[config.mk]
export PLATFORM = sky130hd
export DESIGN_NAME = serial_word_rx_flat
export DESIGN_NICKNAME = d
export VERILOG_FILES = /design/src/rtl/serial_word_rx_if.sv /design/src/rtl/serial_word_rx.sv /design/src/flat_wrapper.sv
export SDC_FILE = /design/constraint.sdc
export NUM_CORES = 1
export LEC_CHECK = 0
export ABC_AREA = 0
export CAP_MARGIN = 20
export CORE_AREA = 10 10 63 65
export CTS_CLUSTER_DIAMETER = 40
export DETAILED_ROUTE_END_ITERATION = 6
export DIE_AREA = 0 0 73 75
export DONT_BUFFER_PORTS = 1
export PLACE_DENSITY = 0.38
export SLEW_MARGIN = 30
export SYNTH_ARGS = -nofsm -noshare
export SYNTH_HDL_FRONTEND = slang
export SYNTH_SLANG_ARGS = --single-unit
[constraint.sdc]
create_clock -name clk -period 2.3 [get_ports clk]
set_clock_uncertainty 0.2 [all_clocks]
set_input_delay 0.345 -clock clk [delete_from_list [all_inputs] [get_ports clk]]
set_output_delay 0.345 -clock clk [all_outputs]
set_load 0.03 [all_outputs]
[src/rtl/serial_word_rx_if.sv]
// Serial receive bus: qualified serial input plus valid/ready word output and status pulses.
interface serial_word_rx_if #(
  parameter int unsigned WIDTH = 5
);
  logic             bit_en;
  logic             sin;
  logic [WIDTH-1:0] data_out;
  logic             data_valid;
  logic             data_ready;
  logic             busy;
  logic             frame_err;
  logic             overrun;

  // master = serial source and word consumer; slave = the receiver
  modport master (
    output bit_en,
    output sin,
    output data_ready,
    input  data_out,
    input  data_valid,
    input  busy,
    input  frame_err,
    input  overrun
  );

  modport slave (
    input  bit_en,
    input  sin,
    input  data_ready,
    output data_out,
    output data_valid,
    output busy,
    output frame_err,
    output overrun
  );
endinterface

[src/rtl/serial_word_rx.sv]
// Start/data/stop deframer for a shift-register serial stream with a single-entry
// valid/ready output buffer, framing-error and overrun pulses.
module serial_word_rx #(
  parameter int unsigned WIDTH     = 5,
  parameter bit          MSB_FIRST = 1'b0
) (
  input logic           clk,
  input logic           rst,
  serial_word_rx_if.slave bus
);

  localparam int unsigned CW = $clog2(WIDTH + 1);
  localparam logic [CW-1:0] LAST_IDX = CW'(WIDTH - 1);

  typedef enum logic [1:0] {
    IDLE = 2'd0,
    DATA = 2'd1,
    STOP = 2'd2
  } state_t;

  state_t           state_q;
  logic [CW-1:0]    cnt_q;
  logic [CW-1:0]    cnt_d;
  logic [WIDTH-1:0] shreg_q;
  logic [WIDTH-1:0] shreg_d;
  logic [WIDTH-1:0] data_q;
  logic             valid_q;
  logic             busy_q;
  logic             ferr_q;
  logic             ovr_q;
  logic             drain;
  logic             buf_free;

  // Shift direction follows the source register: LSB-first enters at the top.
  generate
    if (MSB_FIRST) begin : g_msb_first
      assign shreg_d = {shreg_q[WIDTH-2:0], bus.sin};
    end else begin : g_lsb_first
      assign shreg_d = {bus.sin, shreg_q[WIDTH-1:1]};
    end
  endgenerate

  assign cnt_d    = cnt_q + CW'(1);
  assign drain    = valid_q & bus.data_ready;
  assign buf_free = ~valid_q | bus.data_ready;

  always_ff @(posedge clk) begin
    if (rst) begin
      state_q <= IDLE;
      cnt_q   <= '0;
      shreg_q <= '0;
      data_q  <= '0;
      valid_q <= 1'b0;
      busy_q  <= 1'b0;
      ferr_q  <= 1'b0;
      ovr_q   <= 1'b0;
    end else begin
      ferr_q <= 1'b0;
      ovr_q  <= 1'b0;
      if (drain) begin
        valid_q <= 1'b0;
      end
      if (bus.bit_en) begin
        case (state_q)
          IDLE: begin
            if (!bus.sin) begin
              state_q <= DATA;
              cnt_q   <= '0;
              busy_q  <= 1'b1;
            end
          end
          DATA: begin
            shreg_q <= shreg_d;
            cnt_q   <= cnt_d;
            if (cnt_q == LAST_IDX) begin
              state_q <= STOP;
            end
          end
          STOP: begin
            // A low stop bit is an error only; it never doubles as a start bit.
            state_q <= IDLE;
            busy_q  <= 1'b0;
            if (bus.sin) begin
              if (buf_free) begin
                data_q  <= shreg_q;
                valid_q <= 1'b1;
              end else begin
                ovr_q <= 1'b1;
              end
            end else begin
              ferr_q <= 1'b1;
            end
          end
          default: begin
            state_q <= IDLE;
            busy_q  <= 1'b0;
          end
        endcase
      end
    end
  end

  assign bus.data_out   = data_q;
  assign bus.data_valid = valid_q;
  assign bus.busy       = busy_q;
  assign bus.frame_err  = ferr_q;
  assign bus.overrun    = ovr_q;

endmodule

[src/flat_wrapper.sv]
// flat-port wrapper written by rule: the top's interface ports become plain ports
module serial_word_rx_flat 
#(
  parameter int unsigned WIDTH     = 5,
  parameter bit          MSB_FIRST = 1'b0
)
  (clk, rst, bus_bit_en, bus_sin, bus_data_ready, bus_data_out, bus_data_valid, bus_busy, bus_frame_err, bus_overrun);
  serial_word_rx_if #(.WIDTH(WIDTH)) bus_i ();
  input logic clk;
  input logic rst;
  input wire logic [$bits(bus_i.bit_en)-1:0] bus_bit_en;
  input wire logic [$bits(bus_i.sin)-1:0] bus_sin;
  input wire logic [$bits(bus_i.data_ready)-1:0] bus_data_ready;
  output wire logic [$bits(bus_i.data_out)-1:0] bus_data_out;
  output wire logic [$bits(bus_i.data_valid)-1:0] bus_data_valid;
  output wire logic [$bits(bus_i.busy)-1:0] bus_busy;
  output wire logic [$bits(bus_i.frame_err)-1:0] bus_frame_err;
  output wire logic [$bits(bus_i.overrun)-1:0] bus_overrun;
  assign bus_i.bit_en = bus_bit_en;
  assign bus_i.sin = bus_sin;
  assign bus_i.data_ready = bus_data_ready;
  assign bus_data_out = bus_i.data_out;
  assign bus_data_valid = bus_i.data_valid;
  assign bus_busy = bus_i.busy;
  assign bus_frame_err = bus_i.frame_err;
  assign bus_overrun = bus_i.overrun;
  serial_word_rx #(.WIDTH(WIDTH), .MSB_FIRST(MSB_FIRST)) u_core (.clk(clk), .rst(rst), .bus(bus_i));
endmodule
==> metrics.txt, run 1 <==
Worst Path Arrival=1.79 ns; Worst Reg-to-Reg Cells=4; final setup fails=0; Setup TNS=0 ns; die width=73 um; clk slew on worst S/H paths=0.10 ns; switching pwr=0.000124 W; final WL=1710 um; via count=570; Antenna Cells=0; Seq cells post-synth=19; Post-Syn Area per Cell=9.07 um2; Seq pwr share=63.4%; post-route ant nets=0; combinational power share=5.4%; vias in the first global route=596; worst reg-to-reg setup slack=0.53 ns; Int Pwr=0.000411 W; DP Worst Slack=0.779 ns; WHS=0.0273 ns; Resized Gates After CTS=0; CTS Buffer Depth=2; Port Buffer Count=0; max incr delay on CP=0.82 ns; grt ovf=0; Synthesis Warnings=0; RSZ-0062 raised after global routing=no; Clk network pwr share=31.2%; area leader, netlist=dfxtp_1; critical path's slowest cell=dlygate4sd3_1; Tcrit/Tclk final=78.4%; root buf cell=clkbuf_4; kind of critical path=input port to flip-flop; Post-DP HPWL=1200 um; layout cells sized above 1=6.67%; maximum clock rate=0.555 GHz; Hold Path Stages=2; buffer count from post-CTS setup fixing=0; maxcap violations=0; Layout fillers=307; Hold Path Origin=bus_bit_en; Residual DRC=0; latest clock arrival within the worst-skew pair=0.29 ns; H-Tree Depth=1; Slew HR=69.4%; Pre-antenna DRT Iters=3; ordered cell list for the critical path=dlygate4sd3_1 > a21oi_1 > dlygate4sd3_1; Initial DRC Count=32; FF-to-FF Start=u_core.state_q[1]; CP delay by family, top=buffers and inverters; WL/cell=14.2 um; Post-Syn Nets=95; Gate Count Post-Synth=88; PnR worst setup slack=0.497 ns; most numerous cell on the critical path=dlygate4sd3_1; main area contributors after synthesis=dfxtp_1, nand2_1, a21oi_1; Worst R2R End=u_core.shreg_q[4]; final hold vios=0; CTS buffer count=3; FFs w/ async S/R, synth=0%; Final min period=1.80 ns; Final Net Count=98; Initial Utilization=29.5%; CP Launch Type=input port; Max Transition Viols Final=0; placed cell count=114; share of the synthesized area in the top cell type=47.6%; initial antenna violation count=0; Vias/cell=4.71; Worst Path Required=2.29 ns; Die Y=75 um; first-pass GRT wire length=2990 um; Top FF cell, synth=dfxtp_1; leakage power=0.296 nW; CTS tree=yes; Post-Syn Area=798 um2; Worst-Margin Slew=0.457 ns; sequential share of the synthesized area=47.6%; num rows=19; worst path bufs/invs=2; min-delay worst type=input port to flip-flop; status=completed; maximum fanout along the worst path=12; EDFF count, synth=0; Clock Sinks=19; VDD IR max=0.381 mV; Top Ports=14; die area=5480 um2; fin cells=121; GPL Wtd Cong=0.680; synth unique cells=25; core footprint=2710 um2; total global routing track utilization=7.09%; Hold EP=u_core.cnt_q[1]; largest net degree at the start of global routing=13; Worst setup EP type=flip-flop; Area Overhead vs Synth=7.21%; fin util=31.6%; Net Sw Frac=23.2%; Cell Pwr Density=626 nW/um2
-- registers in the layout, indices dropped and copies added (netlist names) --
register               count
u_core.bus.busy            1
u_core.cnt_q               3
u_core.bus.overrun         1
u_core.shreg_q             5
u_core.bus.frame_err       1
u_core.bus.data_out        5
u_core.state_q             2
u_core.bus.data_valid      1
-- worst max path at each step --
stage | cells after the start | startpoint | end | slack, ns
after global routing | 4 | u_core.state_q[1] | u_core.shreg_q[4] | 0.38
after detailed placement | 3 | u_core.state_q[1] | u_core.bus.data_out[0] | 0.78
after floorplan | 5 | bus_bit_en | u_core.bus.data_out[0] | 0.98
final | 3 | rst | u_core.shreg_q[4] | 0.50
after global placement | 3 | u_core.state_q[1] | u_core.bus.data_out[3] | 0.84
after CTS | 3 | rst | u_core.shreg_q[4] | 0.50
-- metrics by stage --
step / total power (W) / instance area [um2]
after CTS: 0.000550 / 856
after global placement: 0.000370 / 800
final: 0.000535 / 856
after detailed placement: 0.000370 / 800
after global routing: 0.000563 / 856
after floorplan: 0.000370 / 798
-- cells in the final DEF, fill, tap and decap left out --
cell type / netlist / layout
a211oi_1: 2 / 2
inv_1: 5 / 5
nand2b_1: 2 / 2
nor2b_1: 1 / 1
nor4_1: 1 / 1
o31a_1: 1 / 1
o211a_1: 1 / 1
ha_1: 2 / 2
dfxtp_1: 19 / 19
nor3_1: 2 / 2
dlygate4sd3_1: 0 / 3
a21oi_1: 10 / 10
clkbuf_4: 0 / 3
a32oi_1: 1 / 1
mux2i_1: 5 / 5
and3b_1: 1 / 1
nand4b_1: 2 / 2
o21ai_0: 2 / 2
nor2_1: 2 / 2
nor2b_2: 1 / 1
nand3b_1: 1 / 1
and4_2: 1 / 1
nand2b_4: 1 / 1
clkbuf_1: 2 / 1
nand2_1: 20 / 20
-- cells by family after synthesis --
| kind of cell | Yosys count | synth area share, % |
|---|---|---|
| compound gates | 17 | 12.9 |
| mux | 5 | 6.27 |
| fa+ha+maj | 2 | 3.13 |
| buf+inv | 10 | 7.05 |
| flops | 19 | 47.6 |
| simple gates | 35 | 23.0 |
-- timing repair --
item | in CTS | in global routing
hold buffers | 3 | 0
hold endpoints to repair | 12 | 0
setup endpoints to repair | 0 | 0
-- power groups by stage --
stage / clock [W] / combinational, W / sequential (W)
global route: 0.000188 / 0.0000340 / 0.000341
floorplan: 0 / 0.0000243 / 0.000346
global placement: 0 / 0.0000226 / 0.000347
CTS: 0.000181 / 0.0000293 / 0.000340
finish: 0.000167 / 0.0000287 / 0.000340
detailed placement: 0 / 0.0000226 / 0.000347
-- final cells by class --
class / count / area (um2) / share of cell area, %
Sequential cell: 19 / 380 / 44.4
Inverter: 5 / 18.8 / 2.19
Timing Repair Buffer: 3 / 30.0 / 3.51
Tap cell: 31 / 38.8 / 4.53
Multi-Input combinational cell: 59 / 362 / 42.3
Clock buffer: 4 / 26.3 / 3.07
-- layer usage --
| layer | up-vias | track usage (%) | share of wire, % |
|---|---|---|---|
| li1 | 301 | - | - |
| met1 | 254 | 7.87 | 44 |
| met2 | 11 | 11.0 | 45 |
| met3 | 4 | 4.20 | 9.8 |
| met4 | 0 | 2.53 | 1.3 |
| met5 | - | 0 | 0 |
-- cell usage after synthesis (2+ instances only) --
| library cell | instances |
|---|---|
| a211oi_1 | 2 |
| a21oi_1 | 10 |
| buf_6 | 2 |
| clkbuf_1 | 2 |
| dfxtp_1 | 19 |
| ha_1 | 2 |
| inv_1 | 5 |
| mux2i_1 | 5 |
| nand2_1 | 20 |
| nand2b_1 | 2 |
| nand4b_1 | 2 |
| nor2_1 | 2 |
| nor3_1 | 2 |
| o21ai_0 | 2 |
-- worst register-to-register path: stages, from the launching register on --
cell and delay [ns]:
dfxtp_1 0.47, and3b_1 0.29, nand2_1 0.10, a21oi_1 0.05, dlygate4sd3_1 0.56
(Power assumes the default switching activity.)
==> run 2: changes to the inputs <==
--- a/config.mk
+++ b/config.mk
@@ -12,7 +12,7 @@
 export DETAILED_ROUTE_END_ITERATION = 6
 export DIE_AREA = 0 0 73 75
 export DONT_BUFFER_PORTS = 1
-export PLACE_DENSITY = 0.38
+export PLACE_DENSITY = 0.4
 export SLEW_MARGIN = 30
 export SYNTH_ARGS = -nofsm -noshare
 export SYNTH_HDL_FRONTEND = slang
==> constraint.sdc (replaced) <==
create_clock -name clk -period 1.6 [get_ports clk]
set_clock_uncertainty 0.2 [all_clocks]
set_input_delay 0.24 -clock clk [delete_from_list [all_inputs] [get_ports clk]]
set_output_delay 0.24 -clock clk [all_outputs]
set_load 0.03 [all_outputs]
==> run 2 against run 1 <==
Effect of this change:
- sequential share of layout area decreased by 1.5 points
- register-to-register slack got worse by 0.36 ns
- global-route usage decreased by 0.73 points
- worst hold slack got worse by 0.011 ns
- clock power increased by 46%
- cell count increased by 2.5%
- critical endpoint is now u_core.bus.data_out[0]
- utilization increased by 1.2 points
- largest cell class unchanged
- die area unchanged
- via count increased by 3.7%
- first-iteration DRC count increased by 38%
==> metrics.txt, run 2 (same netlist as run 1, synthesis figures left out) <==
WL/cell=13.4 um (-5.2%); fin cells=124 (+2.5%); CTS tree=yes; grt ovf=0 (unchanged); most frequent cells in the layout=nand2_1, dfxtp_1, a21oi_1; Residual DRC=0 (unchanged); Clock Sinks=19 (unchanged); Worst R2R End=u_core.bus.data_out[0]; Cell Pwr Density=875 nW/um2 (+40%); placed cell count=115 (+0.88%); vias in the first global route=580 (-2.7%); Port Buffer Count=0 (unchanged); CTS Buffer Depth=2 (unchanged); WHS=0.0166 ns (-0.0108 ns); Worst-Margin Slew=0.465 ns (+0.00794 ns); maxcap violations=0 (unchanged); worst reg-to-reg setup slack=0.17 ns (-0.36 ns); Final Net Count=101 (+3.1%); num rows=19 (unchanged); M3 GR Usage=3.81% (-0.39 points); core footprint=2710 um2 (unchanged); Die Y=75 um (unchanged); Slew HR=68.9% (-0.53 points); largest net degree at the start of global routing=13 (unchanged); met1 Track Usage GR=7.09% (-0.78 points); GPL Wtd Cong=0.726 (+6.8%); RSZ-0062 raised after global routing=no; Int Pwr=0.000595 W (+45%); switching pwr=0.000184 W (+48%); total global routing track utilization=6.35% (-0.73 points); Tcrit/Tclk final=93.1%; Initial DRC Count=44 (+38%); final setup fails=0 (unchanged); CP Launch Type=input port; Max Transition Viols Final=0 (unchanged); layout cells sized above 1=8.60% (+1.9 points); Worst Path Required=1.63 ns (-0.66 ns); min-delay worst type=input port to flip-flop; status=completed; Most Crowded Layer GR=met2; kind of critical path=input port to flip-flop; buffer count from post-CTS setup fixing=0 (unchanged); Worst setup EP type=flip-flop; CTS buffer count=3 (unchanged); Pre-antenna DRT Iters=4 (+1); first-pass GRT wire length=2780 um (-7.1%); Antenna Cells=0 (unchanged); Worst Setup SP=bus_sin; final WL=1670 um (-2.8%); maximum fanout along the worst path=5 (-7); post-route ant nets=0 (unchanged); via count=591 (+3.7%); Vias/cell=4.77 (+1.2%); fin util=32.8% (+1.2 points); Worst Reg-to-Reg Cells=3 (-1); Post-DP HPWL=1170 um (-2.1%); Setup crit end=u_core.bus.data_out[0]; combinational power share=6.1% (+0.7 points); Seq pwr share=62.7% (-0.7 points); Top Ports=14 (unchanged); FF-to-FF Start=u_core.state_q[0]; Net Sw Frac=23.6% (+0.39 points); VDD IR max=0.678 mV (+78%); leakage power=0.315 nW (+6.3%); initial antenna violation count=0 (unchanged); Initial Utilization=29.5% (unchanged); H-Tree Depth=1 (unchanged); clk slew on worst S/H paths=0.11 ns (about the same); final hold vios=0 (unchanged); Clk network pwr share=31.2% (about the same); latest clock arrival within the worst-skew pair=0.29 ns (about the same); die area=5480 um2 (unchanged); Area Overhead vs Synth=11.4%; root buf cell=clkbuf_4; maximum clock rate=0.671 GHz; die width=73 um (unchanged); Setup TNS=0 ns (unchanged); Worst Path Arrival=1.52 ns (-0.27 ns); routing usage on met2=9.93% (-1.1 points); Final min period=1.49 ns; commonest non-fill, non-tap cell in the layout=nand2_1
-- run 2: cell types whose count changed in the layout (fill, tap and decap cells not counted), sizes merged --
cell	delta
buf	+1
dlygate4sd3	+2
-- run 2: critical path, cell delays in order --
cell	delay, ns
dlygate4sd3_1	0.58
nand4b_1	0.23
nor2b_4	0.28
mux2i_1	0.20
-- run 2: layout make-up --
class	instances	area [um2]
Timing Repair Buffer	6	57.6
Multi-Input combinational cell	59	367
Fill cell	309	1820
Sequential cell	19	382
Clock buffer	4	26.3
Inverter	5	18.8
Tap cell	31	38.8
-- run 2: per-stage QoR --
step	setup slack (ns)	instance area, um2	power (W)
after floorplan	0.292	798	0.000532
after global routing	0.0107	890	0.000823
after CTS	0.0445	873	0.000788
after global placement	0.131	807	0.000532
after detailed placement	0.109	807	0.000531
final	0.110	890	0.000779
-- run 2: power groups by stage --
stage	registers, W	logic, W	clock network [W]
3_3_place_gp	0.000499	0.0000323	0
6_report	0.000488	0.0000475	0.000243
5_1_grt	0.000489	0.0000541	0.000280
3_5_place_dp	0.000499	0.0000320	0
2_1_floorplan	0.000497	0.0000350	0
4_1_cts	0.000488	0.0000446	0.000255
-- run 2: worst min path at each step --
stage	from	cells after the start	slack (ns)	endpoint
2_1_floorplan	rst	1	0.12	u_core.bus.busy
3_3_place_gp	rst	1	0.11	u_core.shreg_q[3]
3_5_place_dp	rst	1	0.11	u_core.shreg_q[4]
4_1_cts	bus_bit_en	1	-0.18	u_core.bus.busy
5_1_grt	bus_bit_en	3	0.02	u_core.state_q[0]
6_report	bus_bit_en	3	0.02	u_core.state_q[0]
-- run 2: routing by layer --
metal,up-vias,routed length [um]
met5,-,0
met4,0,14
met3,2,117
met2,9,728
met1,270,804
li1,310,-
-- run 2: repair_timing --
action                     4_1_cts  5_1_grt
hold buffers                     4        1
setup endpoints to repair        0        5
resized for setup                0        2
hold endpoints to repair        13        3
==> run 3: changes to the inputs <==
--- a/config.mk
+++ b/config.mk
@@ -5,7 +5,6 @@
 export SDC_FILE = /design/constraint.sdc
 export NUM_CORES = 1
 export LEC_CHECK = 0
-export ABC_AREA = 0
 export CAP_MARGIN = 20
 export CORE_AREA = 10 10 63 65
 export CTS_CLUSTER_DIAMETER = 40
==> constraint.sdc (replaced) <==
create_clock -name clk -period 1.3 [get_ports clk]
set_clock_uncertainty 0.2 [all_clocks]
set_input_delay 0.195 -clock clk [delete_from_list [all_inputs] [get_ports clk]]
set_output_delay 0.195 -clock clk [all_outputs]
set_load 0.03 [all_outputs]
==> run 3 against run 2 <==
Effect of this change:
- the flow now finishes with violations (hold timing, setup timing)
- utilization grew 4.9 points
- design area grew 15%
- die area is the same
- setup slack lost 0.13 ns
- sequential cell count is the same
- cell count grew 8.9%
- sequential share of layout area shrank 4.8 points
- first-iteration DRC count shrank 52%
- critical path type is now flip-flop to flip-flop
- critical endpoint is now u_core.bus.data_out[4]
==> metrics.txt, run 3 (same netlist as run 1, synthesis figures left out) <==
status=finished, violations left; Max Transition Viols Final=0 (unchanged); Layout fillers=278 (-10%); via count=643 (+8.8%); GPL Wtd Cong=0.717 (-1.2%); num rows=19 (unchanged); final setup fails=5 (+5); max incr delay on CP=0.36 ns (-0.22 ns); root buf cell=clkbuf_4; FF-to-FF Start=u_core.state_q[0]; WL/cell=12.9 um (-3.7%); initial antenna violation count=0 (unchanged); maximum fanout along the worst path=7 (+2); core footprint=2710 um2 (unchanged); Register Area=389 um2 (+2.0%); Hold Path Origin=bus_data_ready; Port Buffer Count=0 (unchanged); die area=5480 um2 (unchanged); Post-DP Area=883 um2 (+9.5%); Worst R2R End=u_core.bus.data_out[4]; placed cell count=125 (+8.7%); Hold Path Stages=2 (-1); Worst Path Required=1.33 ns (-0.30 ns); Net Sw Frac=23.5% (-0.064 points); Int Pwr=0.000735 W (+24%); critical path's slowest cell=dfxtp_2; CP Launch Type=flip-flop; WHS=-0.0861 ns (-0.103 ns); Initial DRC Count=21 (-52%); Hold-fix buffers, CTS=3 (-1); latest clock arrival within the worst-skew pair=0.29 ns (about the same); CTS Buffer Depth=2 (unchanged); Worst Reg-to-Reg Cells=4 (+1); leakage power=0.372 nW (+18%); Cell Pwr Density=941 nW/um2 (+7.4%); Pre-antenna DRT Iters=4 (unchanged); Initial Utilization=29.5% (unchanged); combinational power share=7.4% (+1.3 points); Final min period=1.32 ns; Clock Sinks=19 (unchanged); failing checks=hold timing, setup timing; kind of critical path=flip-flop to flip-flop; area of the multi-input gates=407 um2 (+11%); post-route ant nets=0 (unchanged); Seq pwr share=62.0% (-0.7 points); Worst setup EP type=flip-flop; Worst-Margin Slew=0.490 ns (+0.0253 ns); Die Y=75 um (unchanged); Top Ports=14 (unchanged); first-pass GRT wire length=3040 um (+9.2%); ordered cell list for the critical path=nand4b_1 > nor2b_2 > buf_6 > mux2i_1; total global routing track utilization=7.06% (+0.71 points); largest net degree at the start of global routing=13 (unchanged); CTS buffer count=3 (unchanged); Design Area, Final=1020 um2 (+15%); maximum clock rate=0.758 GHz; VDD IR max=0.603 mV (-11%); Slew HR=67.2% (-1.7 points); Vias/cell=4.76 (about the same); worst reg-to-reg setup slack=-0.02 ns (-0.19 ns); Area Overhead vs Synth=28.1%; Clk network pwr share=30.6% (-0.6 points); clk slew on worst S/H paths=0.10 ns (about the same); final WL=1750 um (+4.8%); die width=73 um (unchanged); final hold vios=2 (+2); Post-DP HPWL=1170 um (-0.12%); H-Tree Depth=1 (unchanged); Residual DRC=0 (unchanged); layout cells sized above 1=32.7% (+24 points); maxcap violations=0 (unchanged); fin util=37.7% (+4.9 points); grt ovf=0 (unchanged); most frequent cells in the layout=nand2_1, dfxtp_1, buf_4; fin cells=135 (+8.9%); Worst Path Arrival=1.35 ns (-0.17 ns); min-delay worst type=input port to flip-flop; Tcrit/Tclk final=101%; switching pwr=0.000226 W (+23%); PnR worst setup slack=-0.0186 ns (-0.129 ns); Final Net Count=112 (+11%); CTS tree=yes; vias in the first global route=631 (+8.8%); RSZ-0062 raised after global routing=yes; Hold EP=u_core.bus.overrun; Antenna Cells=0 (unchanged); commonest non-fill, non-tap cell in the layout=nand2_1
==> run 3: worst max-delay path by stage <==
stage,from,end,slack [ns],cells past startpoint
2_1_floorplan,u_core.cnt_q[1],u_core.cnt_q[2],0.01,4
3_3_place_gp,u_core.state_q[1],u_core.bus.data_out[3],-0.03,4
5_1_grt,u_core.state_q[0],u_core.bus.data_out[2],-0.09,4
6_report,u_core.state_q[0],u_core.bus.data_out[4],-0.02,4
4_1_cts,u_core.state_q[0],u_core.bus.data_out[4],-0.02,4
3_5_place_dp,u_core.state_q[1],u_core.bus.data_out[4],-0.08,4
==> run 3: cell type report <==
type	count	area share (%)
timing repair buffer	17	14.0
clock buffer	4	2.57
inverter	5	1.84
sequential	19	38.1
tap	31	3.79
multi-input combinational	59	39.8
==> run 3: stage by stage <==
| step | power (W) | worst slack, ns | hold WS (ns) | TNS, ns |
|---|---|---|---|---|
| after floorplan | 0.000655 | 0.0118 | 0.0735 | 0 |
| after global placement | 0.000658 | -0.0326 | 0.0661 | -0.188 |
| after detailed placement | 0.000657 | -0.0818 | 0.0663 | -0.403 |
| after CTS | 0.000977 | -0.0193 | -0.113 | -0.0468 |
| after global routing | 0.00103 | -0.0887 | -0.0804 | -0.595 |
| final | 0.000962 | -0.0186 | -0.0861 | -0.0605 |
==> run 3: power by group through the flow <==
stage | clock network, W | logic, W | registers (W)
floorplan | 0 | 0.0000431 | 0.000612
global placement | 0 | 0.0000484 | 0.000609
detailed placement | 0 | 0.0000477 | 0.000609
CTS | 0.000316 | 0.0000654 | 0.000596
global route | 0.000350 | 0.0000803 | 0.000597
finish | 0.000294 | 0.0000714 | 0.000596
==> run 3: repair_timing <==
action / CTS / global route
endpoints found under the setup margin: 9 / 12
buffers inserted: 3 / 0
gates resized for setup: 8 / 10
pin swaps: 4 / 4
endpoints found under the hold margin: 13 / 2
==> run 3: layer usage <==
metal  global-route usage (%)  vias to the layer above  part of all wire (%)
met4                     3.59                        0                   2.2
li1                         -                      333                     -
met2                     10.8                       14                    46
met5                        0                        -                     0
met3                     4.20                        4                   7.8
met1                     7.56                      292                    44
==> run 3: critical path, delay by kind of cell (launching register included) <==
| kind | cells | cell delay [ns] |
|---|---|---|
| simple gates | 2 | 0.38 |
| flops | 1 | 0.36 |
| buf+inv | 1 | 0.14 |
| mux | 1 | 0.17 |
